===== config.mk =====
export PLATFORM = sky130hd
export DESIGN_NAME = cordic_dac_sequencer_flat
export DESIGN_NICKNAME = d
export VERILOG_FILES = /design/src/rtl/cordic_dac_pkg.sv /design/src/rtl/cordic_dac_sequencer_if.sv /design/src/rtl/cordic_dac_sample_timer.sv /design/src/rtl/cordic_dac_sequencer.sv /design/src/flat_wrapper.sv
export SDC_FILE = /design/constraint.sdc
export NUM_CORES = 1
export LEC_CHECK = 0
export BUFFER_PORTS_ARGS = -buffer_cell sky130_fd_sc_hd__buf_2
export CAP_MARGIN = 40
export CORE_MARGIN = 3
export CORE_UTILIZATION = 30
export CTS_BUF_LIST = sky130_fd_sc_hd__clkbuf_8
export DETAILED_ROUTE_END_ITERATION = 10
export PLACE_DENSITY = 0.49
export SLEW_MARGIN = 10
export SYNTH_ARGS = -nofsm -noshare
export SYNTH_HDL_FRONTEND = slang
export SYNTH_SLANG_ARGS = --single-unit

===== constraint.sdc =====
create_clock -name clk -period 13 [get_ports clk]
set_input_delay 3.9 -clock clk [delete_from_list [all_inputs] [get_ports clk]]
set_output_delay 3.9 -clock clk [all_outputs]
set_load 0.02 [all_outputs]

===== src/rtl/cordic_dac_pkg.sv =====
// Shared types and helpers for the CORDIC-to-DAC sample sequencer.
package cordic_dac_pkg;

    typedef enum logic [2:0] {
        ST_IDLE,
        ST_WAIT_TICK,
        ST_START,
        ST_WAIT_CORDIC,
        ST_LOAD,
        ST_WAIT_DAC
    } state_e;

    localparam int DAC_W_DEF = 12;
    localparam int DAC_MID   = 1 << (DAC_W_DEF - 1);

    // Signed value -> w-bit offset-binary code, clamped to [0, 2^w-1].
    function automatic logic [31:0] offset_code(input logic signed [31:0] v, input int w);
        longint mid;
        longint hi;
        longint s;
        if (w >= DAC_W_DEF) begin
            mid = longint'(DAC_MID) << (w - DAC_W_DEF);
        end else begin
            mid = longint'(DAC_MID) >> (DAC_W_DEF - w);
        end
        hi = (longint'(1) << w) - 1;
        s  = longint'(v) + mid;
        if (s < 0) begin
            return '0;
        end else if (s > hi) begin
            return 32'(hi);
        end
        return 32'(s);
    endfunction

endpackage


===== src/rtl/cordic_dac_sequencer_if.sv =====
// Bundle of the sequencer's switch, CORDIC, DAC and status signals.
interface cordic_dac_sequencer_if #(
    parameter int ANGLE_W = 13,
    parameter int RES_W   = 16,
    parameter int DAC_W   = 12
);
    logic                      enable;
    logic signed [ANGLE_W-1:0] step;
    logic                      cordic_start;
    logic signed [ANGLE_W-1:0] cordic_angle;
    logic                      cordic_done;
    logic signed [RES_W-1:0]   cordic_tan;
    logic                      dac_valid;
    logic                      dac_ready;
    logic [DAC_W-1:0]          dac_ch1;
    logic [DAC_W-1:0]          dac_ch2;
    logic                      overrun;
    logic                      timeout;

    modport master (
        input  enable, step, cordic_done, cordic_tan, dac_ready,
        output cordic_start, cordic_angle, dac_valid, dac_ch1, dac_ch2, overrun, timeout
    );

    modport slave (
        output enable, step, cordic_done, cordic_tan, dac_ready,
        input  cordic_start, cordic_angle, dac_valid, dac_ch1, dac_ch2, overrun, timeout
    );
endinterface


===== src/rtl/cordic_dac_sample_timer.sv =====
// Sample-rate divider: counts 0..SAMPLE_DIV-1 while running, tick on the last count.
module cordic_dac_sample_timer #(
    parameter int SAMPLE_DIV = 5000
) (
    input  logic clk,
    input  logic rst,
    input  logic run_i,
    output logic tick_o
);
    localparam int            CW   = (SAMPLE_DIV > 1) ? $clog2(SAMPLE_DIV) : 1;
    localparam logic [CW-1:0] LAST = CW'(SAMPLE_DIV - 1);

    logic [CW-1:0] cnt_q;
    logic [CW-1:0] cnt_d;

    always_comb begin
        cnt_d = cnt_q + CW'(1);
        if (!run_i || (cnt_q == LAST)) begin
            cnt_d = '0;
        end
    end

    always_ff @(posedge clk) begin
        if (rst) begin
            cnt_q <= '0;
        end else begin
            cnt_q <= cnt_d;
        end
    end

    assign tick_o = (cnt_q == LAST);

endmodule


===== src/rtl/cordic_dac_sequencer.sv =====
// Per-sample scheduler: sweeps a triangle angle, runs one CORDIC job per tick and
// hands the resulting offset-binary code pair to the DAC serializer.
module cordic_dac_sequencer
    import cordic_dac_pkg::*;
#(
    parameter int ANGLE_W        = 13,
    parameter int RES_W          = 16,
    parameter int DAC_W          = DAC_W_DEF,
    parameter int SAMPLE_DIV     = 5000,
    parameter int ANGLE_LIMIT    = 1024,
    parameter int TAN_SHIFT      = 4,
    parameter int CORDIC_TIMEOUT = 64
) (
    input  logic clk,
    input  logic rst,
    cordic_dac_sequencer_if.master bus
);
    localparam int                      AW1       = ANGLE_W + 1;
    localparam int                      WCW       = $clog2(CORDIC_TIMEOUT + 1);
    localparam logic signed [AW1-1:0]   LIM_P     = AW1'(ANGLE_LIMIT);
    localparam logic signed [AW1-1:0]   LIM_N     = -LIM_P;
    localparam logic signed [AW1-1:0]   SMAX      = AW1'((1 << (ANGLE_W - 1)) - 1);
    localparam logic [WCW-1:0]          WAIT_LAST = WCW'(CORDIC_TIMEOUT - 1);

    state_e                    state_q, state_d;
    logic                      tick;
    logic                      xfer;
    logic                      start;
    logic signed [ANGLE_W-1:0] angle_q, angle_d;
    logic signed [ANGLE_W-1:0] cordic_angle_q, cordic_angle_d;
    logic                      dir_down_q, dir_down_d;
    logic [WCW-1:0]            wait_cnt_q, wait_cnt_d;
    logic [DAC_W-1:0]          tan_code_q, tan_code_d;
    logic [DAC_W-1:0]          dac_ch1_q, dac_ch1_d;
    logic [DAC_W-1:0]          dac_ch2_q, dac_ch2_d;
    logic                      dac_valid_q, dac_valid_d;
    logic                      overrun_q, overrun_d;
    logic                      timeout_q, timeout_d;
    logic signed [AW1-1:0]     step_x, mag, angle_x, sum_up, sum_dn;
    logic signed [31:0]        tan_x, sent_x;

    // Timer is cleared in the same edge that enters IDLE and stays cleared there.
    cordic_dac_sample_timer #(
        .SAMPLE_DIV (SAMPLE_DIV)
    ) u_timer (
        .clk    (clk),
        .rst    (rst),
        .run_i  ((state_q != ST_IDLE) && (state_d != ST_IDLE)),
        .tick_o (tick)
    );

    assign xfer = dac_valid_q && bus.dac_ready;

    always_ff @(posedge clk) begin
        if (rst) begin
            state_q        <= ST_IDLE;
            angle_q        <= '0;
            cordic_angle_q <= '0;
            dir_down_q     <= 1'b0;
            wait_cnt_q     <= '0;
            tan_code_q     <= '0;
            dac_ch1_q      <= '0;
            dac_ch2_q      <= '0;
            dac_valid_q    <= 1'b0;
            overrun_q      <= 1'b0;
            timeout_q      <= 1'b0;
        end else begin
            state_q        <= state_d;
            angle_q        <= angle_d;
            cordic_angle_q <= cordic_angle_d;
            dir_down_q     <= dir_down_d;
            wait_cnt_q     <= wait_cnt_d;
            tan_code_q     <= tan_code_d;
            dac_ch1_q      <= dac_ch1_d;
            dac_ch2_q      <= dac_ch2_d;
            dac_valid_q    <= dac_valid_d;
            overrun_q      <= overrun_d;
            timeout_q      <= timeout_d;
        end
    end

    always_comb begin
        state_d = state_q;
        case (state_q)
            ST_IDLE:        if (bus.enable) state_d = ST_WAIT_TICK;
            ST_WAIT_TICK: begin
                if (!bus.enable) begin
                    state_d = ST_IDLE;
                end else if (tick) begin
                    state_d = ST_START;
                end
            end
            ST_START:       state_d = ST_WAIT_CORDIC;
            ST_WAIT_CORDIC: begin
                if (bus.cordic_done) begin
                    state_d = ST_LOAD;
                end else if (wait_cnt_q == WAIT_LAST) begin
                    state_d = ST_WAIT_TICK;
                end
            end
            ST_LOAD:        state_d = ST_WAIT_DAC;
            ST_WAIT_DAC:    if (xfer) state_d = bus.enable ? ST_WAIT_TICK : ST_IDLE;
            default:        state_d = ST_IDLE;
        endcase
    end

    always_comb begin
        step_x = {bus.step[ANGLE_W-1], bus.step};
        mag    = step_x[AW1-1] ? -step_x : step_x;
        if (mag > SMAX) begin
            mag = SMAX;
        end
        angle_x = {angle_q[ANGLE_W-1], angle_q};
        sum_up  = angle_x + mag;
        sum_dn  = angle_x - mag;
        // Sign-extend before shifting so the shift stays arithmetic.
        tan_x   = {{(32 - RES_W){bus.cordic_tan[RES_W-1]}}, bus.cordic_tan};
        tan_x   = tan_x >>> TAN_SHIFT;
        sent_x  = {{(32 - ANGLE_W){cordic_angle_q[ANGLE_W-1]}}, cordic_angle_q};

        start          = 1'b0;
        angle_d        = angle_q;
        cordic_angle_d = cordic_angle_q;
        dir_down_d     = dir_down_q;
        wait_cnt_d     = wait_cnt_q;
        tan_code_d     = tan_code_q;
        dac_ch1_d      = dac_ch1_q;
        dac_ch2_d      = dac_ch2_q;
        dac_valid_d    = dac_valid_q;
        timeout_d      = timeout_q;
        overrun_d      = overrun_q | (tick && (state_q != ST_WAIT_TICK));

        case (state_q)
            ST_WAIT_TICK: begin
                if (bus.enable && tick) begin
                    cordic_angle_d = angle_q;
                end
            end
            ST_START: begin
                start      = 1'b1;
                wait_cnt_d = '0;
                if (!dir_down_q) begin
                    if (sum_up >= LIM_P) begin
                        angle_d    = ANGLE_W'(LIM_P);
                        dir_down_d = 1'b1;
                    end else begin
                        angle_d = ANGLE_W'(sum_up);
                    end
                end else begin
                    if (sum_dn <= LIM_N) begin
                        angle_d    = ANGLE_W'(LIM_N);
                        dir_down_d = 1'b0;
                    end else begin
                        angle_d = ANGLE_W'(sum_dn);
                    end
                end
            end
            ST_WAIT_CORDIC: begin
                wait_cnt_d = wait_cnt_q + WCW'(1);
                if (bus.cordic_done) begin
                    tan_code_d = DAC_W'(offset_code(tan_x, DAC_W));
                end else if (wait_cnt_q == WAIT_LAST) begin
                    timeout_d = 1'b1;
                end
            end
            ST_LOAD: begin
                dac_ch1_d   = tan_code_q;
                dac_ch2_d   = DAC_W'(offset_code(sent_x, DAC_W));
                dac_valid_d = 1'b1;
            end
            ST_WAIT_DAC: begin
                if (xfer) begin
                    dac_valid_d = 1'b0;
                end
            end
            default: ;
        endcase
    end

    assign bus.cordic_start = start;
    assign bus.cordic_angle = cordic_angle_q;
    assign bus.dac_valid    = dac_valid_q;
    assign bus.dac_ch1      = dac_ch1_q;
    assign bus.dac_ch2      = dac_ch2_q;
    assign bus.overrun      = overrun_q;
    assign bus.timeout      = timeout_q;

endmodule


===== src/flat_wrapper.sv =====
// flat-port wrapper written by rule: the top's interface ports become plain ports
module cordic_dac_sequencer_flat import cordic_dac_pkg::*;
#(
    parameter int ANGLE_W        = 13,
    parameter int RES_W          = 16,
    parameter int DAC_W          = DAC_W_DEF,
    parameter int SAMPLE_DIV     = 5000,
    parameter int ANGLE_LIMIT    = 1024,
    parameter int TAN_SHIFT      = 4,
    parameter int CORDIC_TIMEOUT = 64
)
  (clk, rst, bus_enable, bus_step, bus_cordic_done, bus_cordic_tan, bus_dac_ready, bus_cordic_start, bus_cordic_angle, bus_dac_valid, bus_dac_ch1, bus_dac_ch2, bus_overrun, bus_timeout);
  cordic_dac_sequencer_if #(.ANGLE_W(ANGLE_W), .RES_W(RES_W), .DAC_W(DAC_W)) bus_i ();
  input  logic clk;
  input  logic rst;
  input wire logic [$bits(bus_i.enable)-1:0] bus_enable;
  input wire logic [$bits(bus_i.step)-1:0] bus_step;
  input wire logic [$bits(bus_i.cordic_done)-1:0] bus_cordic_done;
  input wire logic [$bits(bus_i.cordic_tan)-1:0] bus_cordic_tan;
  input wire logic [$bits(bus_i.dac_ready)-1:0] bus_dac_ready;
  output wire logic [$bits(bus_i.cordic_start)-1:0] bus_cordic_start;
  output wire logic [$bits(bus_i.cordic_angle)-1:0] bus_cordic_angle;
  output wire logic [$bits(bus_i.dac_valid)-1:0] bus_dac_valid;
  output wire logic [$bits(bus_i.dac_ch1)-1:0] bus_dac_ch1;
  output wire logic [$bits(bus_i.dac_ch2)-1:0] bus_dac_ch2;
  output wire logic [$bits(bus_i.overrun)-1:0] bus_overrun;
  output wire logic [$bits(bus_i.timeout)-1:0] bus_timeout;
  assign bus_i.enable = bus_enable;
  assign bus_i.step = bus_step;
  assign bus_i.cordic_done = bus_cordic_done;
  assign bus_i.cordic_tan = bus_cordic_tan;
  assign bus_i.dac_ready = bus_dac_ready;
  assign bus_cordic_start = bus_i.cordic_start;
  assign bus_cordic_angle = bus_i.cordic_angle;
  assign bus_dac_valid = bus_i.dac_valid;
  assign bus_dac_ch1 = bus_i.dac_ch1;
  assign bus_dac_ch2 = bus_i.dac_ch2;
  assign bus_overrun = bus_i.overrun;
  assign bus_timeout = bus_i.timeout;
  cordic_dac_sequencer #(.ANGLE_W(ANGLE_W), .RES_W(RES_W), .DAC_W(DAC_W), .SAMPLE_DIV(SAMPLE_DIV), .ANGLE_LIMIT(ANGLE_LIMIT), .TAN_SHIFT(TAN_SHIFT), .CORDIC_TIMEOUT(CORDIC_TIMEOUT)) u_core (.clk(clk), .rst(rst), .bus(bus_i));
endmodule

## Word-level counts from Yosys, hierarchy flattened

Index checks and enable logic that the tools add are counted.

- Add/sub/neg operators: 7
- Mux-type cells: 36
- Equal/unequal tests: 9
- Bitwise logic cells: 2
- $lt $le $gt $ge: 7
- Reductions and logical operators: 16

Operator list:

| kind | number |
|---|---|
| 2-to-1 mux 64 bit | 3 |
| > comparator 64 x 13 -> 1 bit (second input constant) | 2 |
| less-than comparator 64 x 1 -> 1 bit (second input constant) | 2 |
| 2-to-1 mux 12 bit | 6 |
| adder 12 x 64 -> 64 bit | 1 |
| adder 13 x 64 -> 64 bit | 1 |
| 2-to-1 mux 13 bit | 3 |
| 2-to-1 mux 14 bit | 2 |
| 2-to-1 mux 3 bit | 6 |
| case mux 3 bit (6 select lines) | 1 |
| adder 13 x 14 -> 14 bit | 1 |
| >= comparator 14 x 12 -> 1 bit (second input constant) | 1 |
| > comparator 14 x 13 -> 1 bit (second input constant) | 1 |
| less-or-equal comparator 14 x 11 -> 1 bit (second input constant) | 1 |
| negator 13 -> 14 bit | 1 |
| case mux 7 bit (2 select lines) | 1 |
| subtractor 13 x 14 -> 14 bit | 1 |
| adder 13 x 1 -> 13 bit (second input constant) | 1 |
| equality test 13 bit (second input constant) | 1 |
| 2-to-1 mux 1 bit | 13 |
| adder 7 x 1 -> 7 bit (second input constant) | 1 |
| equality test 7 x 6 -> 1 bit (second input constant) | 1 |
| equality test 3 x 2 -> 1 bit (second input constant) | 2 |
| equality test 3 bit (second input constant) | 2 |
| 15 further kinds | 22 |

- Word-level logic and storage cells: 89
- Flip-flop bits (word level): 89
- Output and inout port bits: 41

## Longest topological paths before layout

- Depth after elaboration: 9
- Depth in mapped cells: 19
- Gate-level depth less buffers: 19

## By module

Synthesis repeated with hierarchy kept, for this count alone.

- Cell total of the unflattened synthesis: 714
- Area, all modules: 5445.2 um^2

By module, submodules not included:

| module | area each (um^2) | sequential area each (um^2) | cells an instance | times used |
|---|---|---|---|---|
| cordic_dac_sequencer | 4879.7 | 1521.5 | 650 | 1 |
| cordic_dac_sample_timer | 565.5 | 260.2 | 64 | 1 |

## Worst setup path after synthesis

No wires, ideal clock.

- Path type: input to register
- From: input bus_step[3]
- To: register u_core.angle_q[8]
- Path slack: 4.955 ns
- Arrival time: 7.915 ns
- Path buffers: 1
- Stages on the path: 17
- Setup time: 0.131 ns
- Cells stage by stage: or3_1 or2_1 or4_2 nor2_1 nand3_1 nand2_1 ha_1 buf_2 nand2b_1 a221oi_1 o22ai_1 xnor2_1 or2_2 o2111a_1 a21bo_2 a221oi_1 nor3_1

- Cells in the longest elaborated chain, start to end: 8
- Elaborated cells between the ends (all ways): 11

RTL lines:

| element | RTL line | source |
|---|---|---|
| start: declaration | flat_wrapper.sv:17 | `input wire logic [$bits(bus_i.step)-1:0] bus_step;` |
| negator 13 -> 14 bit | cordic_dac_sequencer.sv:109 | `mag = step_x[AW1-1] ? -step_x : step_x;` |
| 2-to-1 mux 14 bit (*) | cordic_dac_sequencer.sv:109 |  |
| > comparator 14 x 13 -> 1 bit | cordic_dac_sequencer.sv:110 | `if (mag > SMAX) begin` |
| 2-to-1 mux 14 bit (*) | cordic_dac_sequencer.sv:110 |  |
| adder 13 x 14 -> 14 bit or subtractor 13 x 14 -> 14 bit (tied branches) | cordic_dac_sequencer.sv:114, cordic_dac_sequencer.sv:115 |  |
| >= comparator 14 x 12 -> 1 bit or less-or-equal comparator 14 x 11 -> 1 bit (tied branches) | cordic_dac_sequencer.sv:143, cordic_dac_sequencer.sv:150 |  |
| 2-to-1 mux 13 bit, on equally long branches | cordic_dac_sequencer.sv:143, cordic_dac_sequencer.sv:150 |  |
| 2-to-1 mux 13 bit (*) | cordic_dac_sequencer.sv:142 | `if (!dir_down_q) begin` |
| end signal: assignment | cordic_dac_sequencer.sv:69 | `angle_q <= angle_d;` |
| end: declaration | cordic_dac_sequencer.sv:29 | `logic signed [ANGLE_W-1:0] angle_q, angle_d;` |

Every way passes the cells marked *; elsewhere a longest branch is shown, timed or not.
A chain may end at the register's enable or synchronous reset.

## Worst setup path after layout

- From: input bus_step[3]
- To: register u_core.angle_q[2]

The elaborated chain is that of the path after synthesis.

==> impl_metrics.env <==
export IMPL_worstSetupStartpointType="primary input"
export IMPL_synth_area_leaders="dfxtp_1, nand2_1, ha_1, a21oi_1, nor2_1"
export IMPL_core_sq_um=17500
export IMPL_leakagePower_nw=2.54
export IMPL_drive_gt1_share_pct=13.0
export IMPL_grt_total_usage_pct=14.1
export IMPL_critPathCaptureType="register"
export IMPL_path_max_fanout=10
export IMPL_fill_cells=1901
export IMPL_worst_slew_pin_slew_ns=0.850
export IMPL_vias=4932
export IMPL_synth_seq_cells=89
export IMPL_synth_edf_count=0
export IMPL_crit_path_top_delay_cell="ha_1"
export IMPL_netlist_top_cells_count="nand2_1, dfxtp_1, a21oi_1"
export IMPL_critPathTopFamily="simple AND/OR/NAND/NOR gates"
export IMPL_hold_viol_final=0
export IMPL_ys_warn_count=0
export IMPL_dieArea_sq_um=19800
export IMPL_final_nets=844
export IMPL_powerDensity_nw_per_um2=87.2
export IMPL_cts_made_buffers=9
export IMPL_clockBufferDepth=2
export IMPL_num_antenna_cells=0
export IMPL_cts_hold_buf=0
export IMPL_cpPeakStageDelay_ns=0.47
export IMPL_synth_cells=723
export IMPL_synth_area_per_cell_sq_um=7.54
export IMPL_die_y_microns=141
export IMPL_synth_most_common_cell="nand2_1"
export IMPL_rsz0062_at_grt="no"
export IMPL_outcome="completed"
export IMPL_first_global_vias=4640
export IMPL_synthesis_area_sq_um=5450
export IMPL_hp_class="register to register"
export IMPL_setup_violations=0
export IMPL_antenna_found_initial=0
export IMPL_path_class="primary input to register"
export IMPL_peakVddDrop_v=0.0000380
export IMPL_cp_data_required_time_ns=13.26
export IMPL_max_slew_margin_pct=43.3
export IMPL_cp_cell_sequence="buf_2 -> or3_1 -> or2_1 -> or4_1 -> or3_1 -> or3_1 -> o21a_1 -> nor2_2 -> a31oi_1 -> ha_1 -> and3_1 -> nand3_1 -> a311oi_1 -> a211oi_1 -> xnor2_1 -> a31oi_4 -> nor2_2 -> a211oi_1 -> a311oi_1"
export IMPL_finalMaxSlewViolations=0
export IMPL_dp_hpwl_microns=10600
export IMPL_routedWlPerCell_microns=14.0
export IMPL_fmax_ghz=0.117
export IMPL_grt_overflow=0
export IMPL_dpl_worst_slack_ns=4.15
export IMPL_portBuffers=70
export IMPL_cts_resized=0
export IMPL_reg2reg_from="u_core.angle_q[0]"
export IMPL_cts_tree="done"
export IMPL_synth_top_area_cell="dfxtp_1"
export IMPL_drtIter0Drc=214
export IMPL_drv_cap=0
export IMPL_synth_distinct_cells=66
export IMPL_setup_tns_ns=0
export IMPL_cts_root_buf="clkbuf_8"
export IMPL_min_period_ns=8.52
export IMPL_setup_slack_ns=4.48
export IMPL_grt_max_degree=78
export IMPL_io_pins=75
export IMPL_cts_sinks=89
export IMPL_worst_path_buf_inv=1
export IMPL_die_w_microns=141
export IMPL_route_detailed_drc=0
export IMPL_timing_final_crit_share_pct=65.5
export IMPL_drtAntennaViolNets=0
export IMPL_hold_start="u_core.bus.dac_ch2[8]"
export IMPL_wl_microns=14000
export IMPL_place_congestion=0.833
export IMPL_vias_per_cell=4.91
export IMPL_drtPass1Iterations=4
export IMPL_cpMostUsedCell="or3_1"
export IMPL_htree_levels=3
export IMPL_synth_top_area_share_pct=32.7
export IMPL_clk_pin_slew_ns=0.09
export IMPL_synth_flop_cell="dfxtp_1"
export IMPL_start_util_pct=31.1
export IMPL_rows=48
export IMPL_grt_pass1_wl_microns=23300
export IMPL_insertion_delay_ns=0.36
export IMPL_synthArstFlopShare_pct=0
export IMPL_clock_skew_ns=0.0107
export IMPL_crit_path_start="bus_step[3]"
export IMPL_ys_seq_area_share_pct=32.7
export IMPL_area_growth_pct=14.0
export IMPL_cp_arrival_ns=8.78
export IMPL_cts_setup_buffers=0
==> registers in the layout, indices dropped and copies added (netlist names) <==
name and flops:
u_core.angle_q 13, u_core.bus.cordic_angle 13, u_core.u_timer.cnt_q 13, u_core.bus.dac_ch1 12
u_core.bus.dac_ch2 12, u_core.tan_code_q 12, u_core.wait_cnt_q 7, u_core.state_q 3
u_core.bus.dac_valid 1, u_core.bus.overrun 1, u_core.bus.timeout 1, u_core.dir_down_q 1
==> through the flow <==
| stage | cell area (sq um) | total power, W | utilization (%) | hold WS, ns | instances |
|---|---|---|---|---|---|
| 4_1_cts | 6220 | 0.000550 | 35.5 | 0.454 | 1004 |
| 5_1_grt | 6220 | 0.000569 | 35.5 | 0.469 | 1004 |
| 3_3_place_gp | 5960 | 0.000338 | 34.0 | 0.436 | 985 |
| 3_5_place_dp | 6000 | 0.000338 | 34.2 | 0.443 | 988 |
| 6_report | 6220 | 0.000542 | 35.5 | 0.450 | 1004 |
| 2_1_floorplan | 5460 | 0.000322 | - | 0.426 | 724 |
==> routing by layer <==
layer	global-route usage, %	vias up	share of wire (%)
met3	2.07	25	5.1
met4	4.84	0	1.9
met2	21.7	130	41
met5	0	-	0
met1	20.2	2183	52
li1	-	2594	-
==> where the power goes <==
part / internal [W] / total (W) / switching [W] / leakage [nW]
Sequential: 0.000273 / 0.000273 / 0.000000805 / 0.717
Combinational: 0.0000213 / 0.0000581 / 0.0000369 / 1.71
Clock: 0.000113 / 0.000210 / 0.0000979 / 0.115
==> final timing paths <==
kind	end	slack [ns]	depth (start not counted)
setup / recovery	u_core.angle_q[2]	4.48	19
setup reg to reg	u_core.angle_q[2]	9.55	12
hold / removal	u_core.bus.dac_ch2[8]	0.45	2
hold reg to reg	u_core.bus.dac_ch2[8]	0.45	2
==> cells in the final DEF, fill, tap and decap left out, types with 18 or more instances in the layout <==
cell type / synthesis / routed
ha_1: 34 / 34
nand2_1: 123 / 123
nor2_1: 66 / 66
buf_2: 8 / 70
dfxtp_1: 89 / 89
inv_1: 40 / 42
a21oi_1: 82 / 82
nand2b_1: 18 / 18
xnor2_1: 22 / 22
nand3_1: 33 / 33
==> worst reg2reg max path, delay by kind of cell, from the launching register on <==
kind,cells,cell delay [ns]
xor gates and xnor gates,1,0.35
DFF,1,0.41
adders and majority gates,2,0.62
AOI/OAI and AO/OA,6,1.32
buffers and inverters,1,0.06
and+or+nand+nor,2,0.58
==> cells by family (layout without fill, tap and decap cells) <==
family          Yosys count  count (layout)  synth area share [%]
simple gates            301             301                  25.2
mux                       1               1                 0.184
flops                    89              89                  32.7
xor+xnor                 37              37                  5.94
compound gates          180             180                  21.8
buf+inv                  77             132                  5.48
fa+ha+maj                36              36                  8.54
other cells               2               3                 0.138
==> cell type report <==
class	instances	area [sq um]	share of cell area, %
clock buffers	10	138	2.21
well taps	225	282	4.53
multi-input cells	558	3380	54.3
repair buffers	75	403	6.48
clock inverters	6	83.8	1.35
inverters	41	154	2.48
flip-flops and latches	89	1780	28.7
No activity file was read; power rests on OpenSTA's default activity.
